$ cat src/rtl/loop_ctrl_pkg.sv
// Shared definitions for the loop sequencer: default counter width,
// sequencer state encoding and the last-iteration test.
package loop_ctrl_pkg;

  localparam int CNT_W_DEFAULT = 4;

  typedef enum logic [1:0] {
    ST_IDLE   = 2'd0,
    ST_CLEAR  = 2'd1,
    ST_ISSUE  = 2'd2,
    ST_FINISH = 2'd3
  } state_t;

  // True when cnt is the final index of a loop of 'limit' iterations.
  // Only meaningful for limit >= 1; the sequencer never issues when limit is 0.
  function automatic logic last_iter(input logic [CNT_W_DEFAULT-1:0] cnt,
                                     input logic [CNT_W_DEFAULT-1:0] limit);
    return cnt == (limit - CNT_W_DEFAULT'(1));
  endfunction

endpackage

$ cat src/rtl/loop_counter_ctrl.sv
// Loop sequencer: clears an external loop-counter register, offers one
// iteration index (the register's read-back value) per datapath handshake,
// increments the register after each accepted index and pulses DONE at the end.
// The counter storage lives outside so other loop users can read it.
//
// Handshake: an iteration transfers in any cycle where ITER_VALID && STEP_READY;
// ITER_VALID is held (index unchanged) until STEP_READY is seen.
//
// Optional feature: define LOOP_CNT_ABORT_EN to add the ABORT input and the
// ABORTED output. Without it the loop always runs to DONE.
module loop_counter_ctrl
  import loop_ctrl_pkg::*;
#(
  parameter int CNT_W = CNT_W_DEFAULT
) (
  input  logic             CLK,
  input  logic             RST_ASYNC_N,
  input  logic             START,
  input  logic [CNT_W-1:0] LOOP_LIMIT,
  input  logic [CNT_W-1:0] CNT_VALUE,
  input  logic             STEP_READY,
`ifdef LOOP_CNT_ABORT_EN
  input  logic             ABORT,
  output logic             ABORTED,
`endif
  output logic             CNT_WRITE_EN,
  output logic [CNT_W-1:0] CNT_DATA_IN,
  output logic             ITER_VALID,
  output logic             BUSY,
  output logic             DONE,
  output logic [1:0]       DBG_STATE
);

  state_t           r_state;
  logic [CNT_W-1:0] r_limit;
  logic             w_abort;
  logic             w_last;
  logic [CNT_W-1:0] w_incr;

`ifdef LOOP_CNT_ABORT_EN
  logic r_aborted;
  assign w_abort = ABORT && (r_state != ST_IDLE);
  assign ABORTED = r_aborted;
`else
  assign w_abort = 1'b0;
`endif

  // Increment stays in CNT_W bits; the largest value ever written is limit-1.
  assign w_last    = last_iter(CNT_VALUE, r_limit);
  assign w_incr    = CNT_VALUE + CNT_W'(1);
  assign DBG_STATE = r_state;

  // Output decode: Moore from state, except the ISSUE-state write which depends on the handshake.
  always_comb begin
    BUSY         = (r_state != ST_IDLE);
    ITER_VALID   = (r_state == ST_ISSUE) && !w_abort;
    DONE         = (r_state == ST_FINISH) && !w_abort;
    CNT_WRITE_EN = 1'b0;
    CNT_DATA_IN  = '0;
    if (w_abort) begin
      CNT_WRITE_EN = 1'b1;
    end else if (r_state == ST_CLEAR) begin
      CNT_WRITE_EN = 1'b1;
    end else if ((r_state == ST_ISSUE) && STEP_READY && !w_last) begin
      CNT_WRITE_EN = 1'b1;
      CNT_DATA_IN  = w_incr;
    end
  end

  // Sequencer state, latched loop limit and (optionally) the abort pulse.
  always_ff @(posedge CLK or negedge RST_ASYNC_N) begin
    if (!RST_ASYNC_N) begin
      r_state   <= ST_IDLE;
      r_limit   <= '0;
`ifdef LOOP_CNT_ABORT_EN
      r_aborted <= 1'b0;
`endif
    end else begin
`ifdef LOOP_CNT_ABORT_EN
      r_aborted <= w_abort;
`endif
      if (w_abort) begin
        r_state <= ST_IDLE;
      end else begin
        case (r_state)
          ST_IDLE: begin
            if (START) begin
              r_limit <= LOOP_LIMIT;
              r_state <= ST_CLEAR;
            end
          end
          ST_CLEAR: begin
            r_state <= (r_limit == '0) ? ST_FINISH : ST_ISSUE;
          end
          ST_ISSUE: begin
            if (STEP_READY && w_last) begin
              r_state <= ST_FINISH;
            end
          end
          ST_FINISH: begin
            r_state <= ST_IDLE;
          end
          default: begin
            r_state <= ST_IDLE;
          end
        endcase
      end
    end
  end

endmodule

$ cat config.mk
export PLATFORM = sky130hd
export DESIGN_NAME = loop_counter_ctrl
export DESIGN_NICKNAME = d
export VERILOG_FILES = /design/src/rtl/loop_ctrl_pkg.sv /design/src/rtl/loop_counter_ctrl.sv
export SDC_FILE = /design/constraint.sdc
export NUM_CORES = 1
export LEC_CHECK = 0
export ABC_AREA = 1
export CAP_MARGIN = 10
export CORE_AREA = 2 2 39 41
export CTS_CLUSTER_DIAMETER = 30
export DETAILED_ROUTE_END_ITERATION = 8
export DIE_AREA = 0 0 41 43
export HOLD_SLACK_MARGIN = 0.06
export PLACE_DENSITY = 0.79
export SLEW_MARGIN = 20
export SYNTH_ARGS = -nofsm -noshare
export SYNTH_HDL_FRONTEND = slang
export SYNTH_SLANG_ARGS = --single-unit
$ cat constraint.sdc
create_clock -name CLK -period 2.38 [get_ports CLK]
set_input_delay 0.476 -clock CLK [delete_from_list [all_inputs] [get_ports CLK]]
set_output_delay 0.476 -clock CLK [all_outputs]
set_load 0.01 [all_outputs]
After elaboration in Yosys (flattened, before gate mapping)
Cells that the tools add are included.
Operators by class
  add/subtract/negate cells: 2
  equal/unequal tests: 6
  mux-type cells: 8
  reductions and logical operators: 9
Operators with widths (number)
  4-bit 2-to-1 mux: 2
  2-bit one-hot mux with 4 select lines: 1
  4-bit by 1-bit adder with 4-bit output, second input constant: 1
  2-bit == test, second input constant: 2
  4-bit == test: 1
  4-bit zero test: 1
  2-bit 2-to-1 mux: 2
  2-bit AND reduction: 2
  4-bit by 1-bit subtractor with 4-bit output, second input constant: 1
  1-bit logical AND: 3
  1-bit 2-to-1 mux: 3
  2-bit by 1-bit == test with 1-bit output, second input constant: 1
  2-bit zero test: 1
  2-bit by 1-bit inequality test with 1-bit output, second input constant: 1
  2-bit inequality test, second input constant: 1
  2-bit nonzero test: 1
  1-bit zero test: 1
Word-level totals
  bits in registers: 6
  input port bits: 12
  output and inout bits: 10
  logic and storage cells: 27

Longest topological paths before layout
  depth after elaboration: 6
  depth in mapped cells: 12
  mapped depth without buffers: 12

Worst setup path before layout
Ideal clock, no wire load.
  path type: register to output
  from: register r_limit[0]
  to: output port CNT_DATA_IN[0]
  data arrival time: 1.295 ns
  data required time: 1.904 ns
  path slack: 0.609 ns
  stages on the path, launching flop included: 10
  buffers on the path: 0
  path through: dfrtp_1 inv_2 ha_1 nor2_1 nor2_1 nand2_1 nor2_2 nand2_2 nand4_2 nor2_1
On the way
  cells in the longest elaborated chain, start to end: 6
RTL lines
  start: declaration: line loop_counter_ctrl.sv:35  | logic [CNT_W-1:0] r_limit;
  start signal: assignment: line loop_counter_ctrl.sv:74  | r_limit <= '0;
  start signal: assignment: line loop_counter_ctrl.sv:88  | r_limit <= LOOP_LIMIT;
  4-bit by 1-bit subtractor with 4-bit output: line loop_ctrl_pkg.sv:18  | return cnt == (limit - CNT_W_DEFAULT'(1));
  4-bit == test: line loop_ctrl_pkg.sv:18
  1-bit zero test: line loop_counter_ctrl.sv:64  | end else if ((r_state == ST_ISSUE) && STEP_READY && !w_last) begin
  1-bit logical AND: line loop_counter_ctrl.sv:64
  4-bit 2-to-1 mux: line loop_counter_ctrl.sv:64
  4-bit 2-to-1 mux: line loop_counter_ctrl.sv:62  | end else if (r_state == ST_CLEAR) begin
  end: declaration: line loop_counter_ctrl.sv:27  | output logic [CNT_W-1:0] CNT_DATA_IN,
Every way passes these cells.

Worst setup path after layout
  from: register r_limit[0]
  to: output port CNT_DATA_IN[1]
The elaborated chain is that of the path after synthesis.

==> results.json <==
{
  "wl_per_cell_um": 9.69,
  "yosysTopAreaCell": "dfrtp_1",
  "p_int_mw": 0.547,
  "final_common_cell": "nand2_1",
  "worst_slack_ns": 0.137,
  "diodes": 0,
  "wirelength_um": 1270,
  "die_h_um": 43,
  "htree_levels": 1,
  "placed_cell_area_sq_um": 836,
  "tightest_slew_ns": 0.274,
  "max_freq_mhz": 446,
  "synthCells": 82,
  "drv_cap": 0,
  "power_frac_seq": 0.215,
  "fp.dieArea_sq_um": 1760,
  "drt-initial-drc-count": 10,
  "fin_nets": 137,
  "finalCritPeriodShare": 0.943,
  "power_switching_mw": 0.437,
  "rr_endpoint": "DBG_STATE[1]$_DFFE_PN0P_",
  "cts.reportedPaths.clkPinSlew_ns": 0.04,
  "combPwrFrac": 0.692,
  "clk_latency_ns": 0.24,
  "finalHoldViolations": 0,
  "vias_per_cell": 4.63,
  "ctsHoldBuffers": 0,
  "cp_data_required_time_ns": 1.90,
  "p_clk_frac": 0.093,
  "syn-num-nets": 102,
  "num_vias": 607,
  "grt_max_degree": 8,
  "grt_remaining_overflow": 0,
  "setup.worst_path.start_class": "register",
  "met1_usage": 0.204,
  "r2r_cells": 13,
  "dp_hpwl_um": 1010,
  "slew_headroom": 0.817,
  "fin_crit_ns": 2.24,
  "multi_input_area_sq_um": 390,
  "grt_use_met2": 0.300,
  "cp-end-kind": "output port",
  "root_buffer": "clkbuf_4",
  "r2r_setup_slack_ns": 0.77,
  "path_class": "reg -> out",
  "power_leakage_nw": 0.478,
  "register_area_sq_um": 150,
  "cts-buffers-inserted": 3,
  "drive_gt1_frac": 0.200,
  "grt_pass1_wl_um": 2180,
  "grt.total_usage": 0.178,
  "grt_pass1_vias": 582,
  "vdd_drop_max_uv": 788,
  "pin_count": 22,
  "final_cell_mix": "19 x nand2_1, 14 x clkdlybuf4s50_1, 12 x inv_1",
  "reg2reg_from": "r_limit[0]$_DFFE_PN0P_",
  "holdWs_ns": 0.474,
  "finalInstanceArea_sq_um": 918,
  "syn_area_sq_um": 576,
  "cts.sinks": 6,
  "arrival_ns": 1.77,
  "powerDensity_nw_per_um2": 1070,
  "core_sq_um": 1380,
  "busiest_layer": "met2",
  "synth_top_flop_cell": "dfrtp_1",
  "pre_cts_ws_ns": -0.237,
  "dr.pass1.iters": 4,
  "ys_async_sr_fraction": 1.00,
  "yosysWarnings": 0,
  "setup_viol": 0,
  "synth_seq_cells": 6,
  "power_switching_share": 0.444,
  "status": "complete, no violations",
  "fin_skew_ns": 0.00525,
  "n_fill_cell": 122,
  "clockBufferDepth": 2,
  "hp-class": "in -> async",
  "finish.utilization": 0.664,
  "synth_top_area_frac": 0.261,
  "drtAntennaViolNets": 0,
  "antenna_found_initial": 0,
  "use_met3": 0.0314,
  "num_rows": 14,
  "initial_core_util": 0.416,
  "yosys-top-cells-area": "dfrtp_1 26%, ha_1 17%, nand2_1 12%, inv_1 8.5%, nor2_1 6.5%",
  "seq_area_frac_synth": 0.261,
  "cp_max_fo": 4,
  "cts_tree": "built",
  "die_w_um": 41,
  "synth_cell_types": 17,
  "synth-edff-count": 0,
  "drc": 0,
  "port_buffers": 21,
  "synth.avg_cell_area_sq_um": 7.02,
  "globalplace.congestion": 0.768,
  "grt_setup_unrepaired": "false",
  "slew_viol_final": 0,
  "area_growth_pct": 59.6
}
## layer usage
metal | up-vias | wire length, um
met5 | - | 0
met4 | 0 | 10
met3 | 2 | 51
met2 | 15 | 688
met1 | 270 | 520
li1 | 320 | -
## cell families after synthesis
group / share of synthesized area
and+or+nand+nor: 0.333
buffers and inverters: 0.0978
adders and majority gates: 0.174
AOI/OAI and AO/OA: 0.0543
DFF: 0.261
xor gates and xnor gates: 0.0609
muxes: 0.0196
## Yosys cell counts (2+ instances only)
| library cell | count |
|---|---|
| nand2_1 | 19 |
| inv_1 | 13 |
| nor2_1 | 10 |
| ha_1 | 8 |
| nand3_1 | 7 |
| dfrtp_1 | 6 |
| a21oi_1 | 4 |
| nand2_2 | 3 |
| inv_2 | 2 |
| xnor2_1 | 2 |
| xor2_1 | 2 |
## metrics by stage
stage | total power, mW | cells | setup TNS (ns)
floorplan | 0.584 | 82 | 0
global placement | 0.791 | 123 | -0.874
detailed placement | 0.812 | 123 | -1.05
CTS | 0.897 | 126 | 0
global route | 1.09 | 131 | 0
finish | 0.984 | 131 | 0
## registers in the layout, indices dropped and copies added, names as in the netlist
signal     cells
r_limit        4
DBG_STATE      2
## power groups by stage
stage	registers [mW]	clock network [mW]	logic [mW]
floorplan	0.207	0	0.377
global placement	0.206	0	0.585
detailed placement	0.213	0	0.599
CTS	0.212	0.0953	0.589
global route	0.220	0.0983	0.770
finish	0.212	0.0911	0.681
## critical path, stage by stage, from the launching register on
cell and delay [ns]:
dfrtp_1 0.38, inv_2 0.11, ha_1 0.19, inv_1 0.06, nand2_1 0.06, nand3_1 0.06, nand2_1 0.08, nor2_2 0.04
nand2_2 0.09, nand4_4 0.09, nor2_1 0.11, clkdlybuf4s15_1 0.24
## area by class of cell
type                    instances  area share
flip-flops and latches          6       0.163
inverters                      15      0.0613
repair buffers                 30       0.304
clock buffers                   3      0.0245
multi-input cells              61       0.425
well taps                      16      0.0218
## how the worst max path moves through the flow
stage | start | endpoint | slack (ns)
after floorplan | r_limit[0]$_DFFE_PN0P_ | CNT_DATA_IN[0] | 0.61
after global placement | CNT_VALUE[3] | CNT_DATA_IN[0] | -0.19
after detailed placement | CNT_VALUE[3] | CNT_DATA_IN[1] | -0.24
after CTS | r_limit[0]$_DFFE_PN0P_ | CNT_DATA_IN[1] | 0.07
after global routing | r_limit[0]$_DFFE_PN0P_ | CNT_DATA_IN[1] | 0.004
final | r_limit[0]$_DFFE_PN0P_ | CNT_DATA_IN[1] | 0.14
## repair_timing
item / CTS / global route
setup endpoints to repair: 5 / 5
endpoints found under the hold margin: 0 / 0
buffers inserted: 0 / 5
pin swaps: 0 / 2
gates resized for setup: 7 / 8
Power figures use the tool's default switching activity.
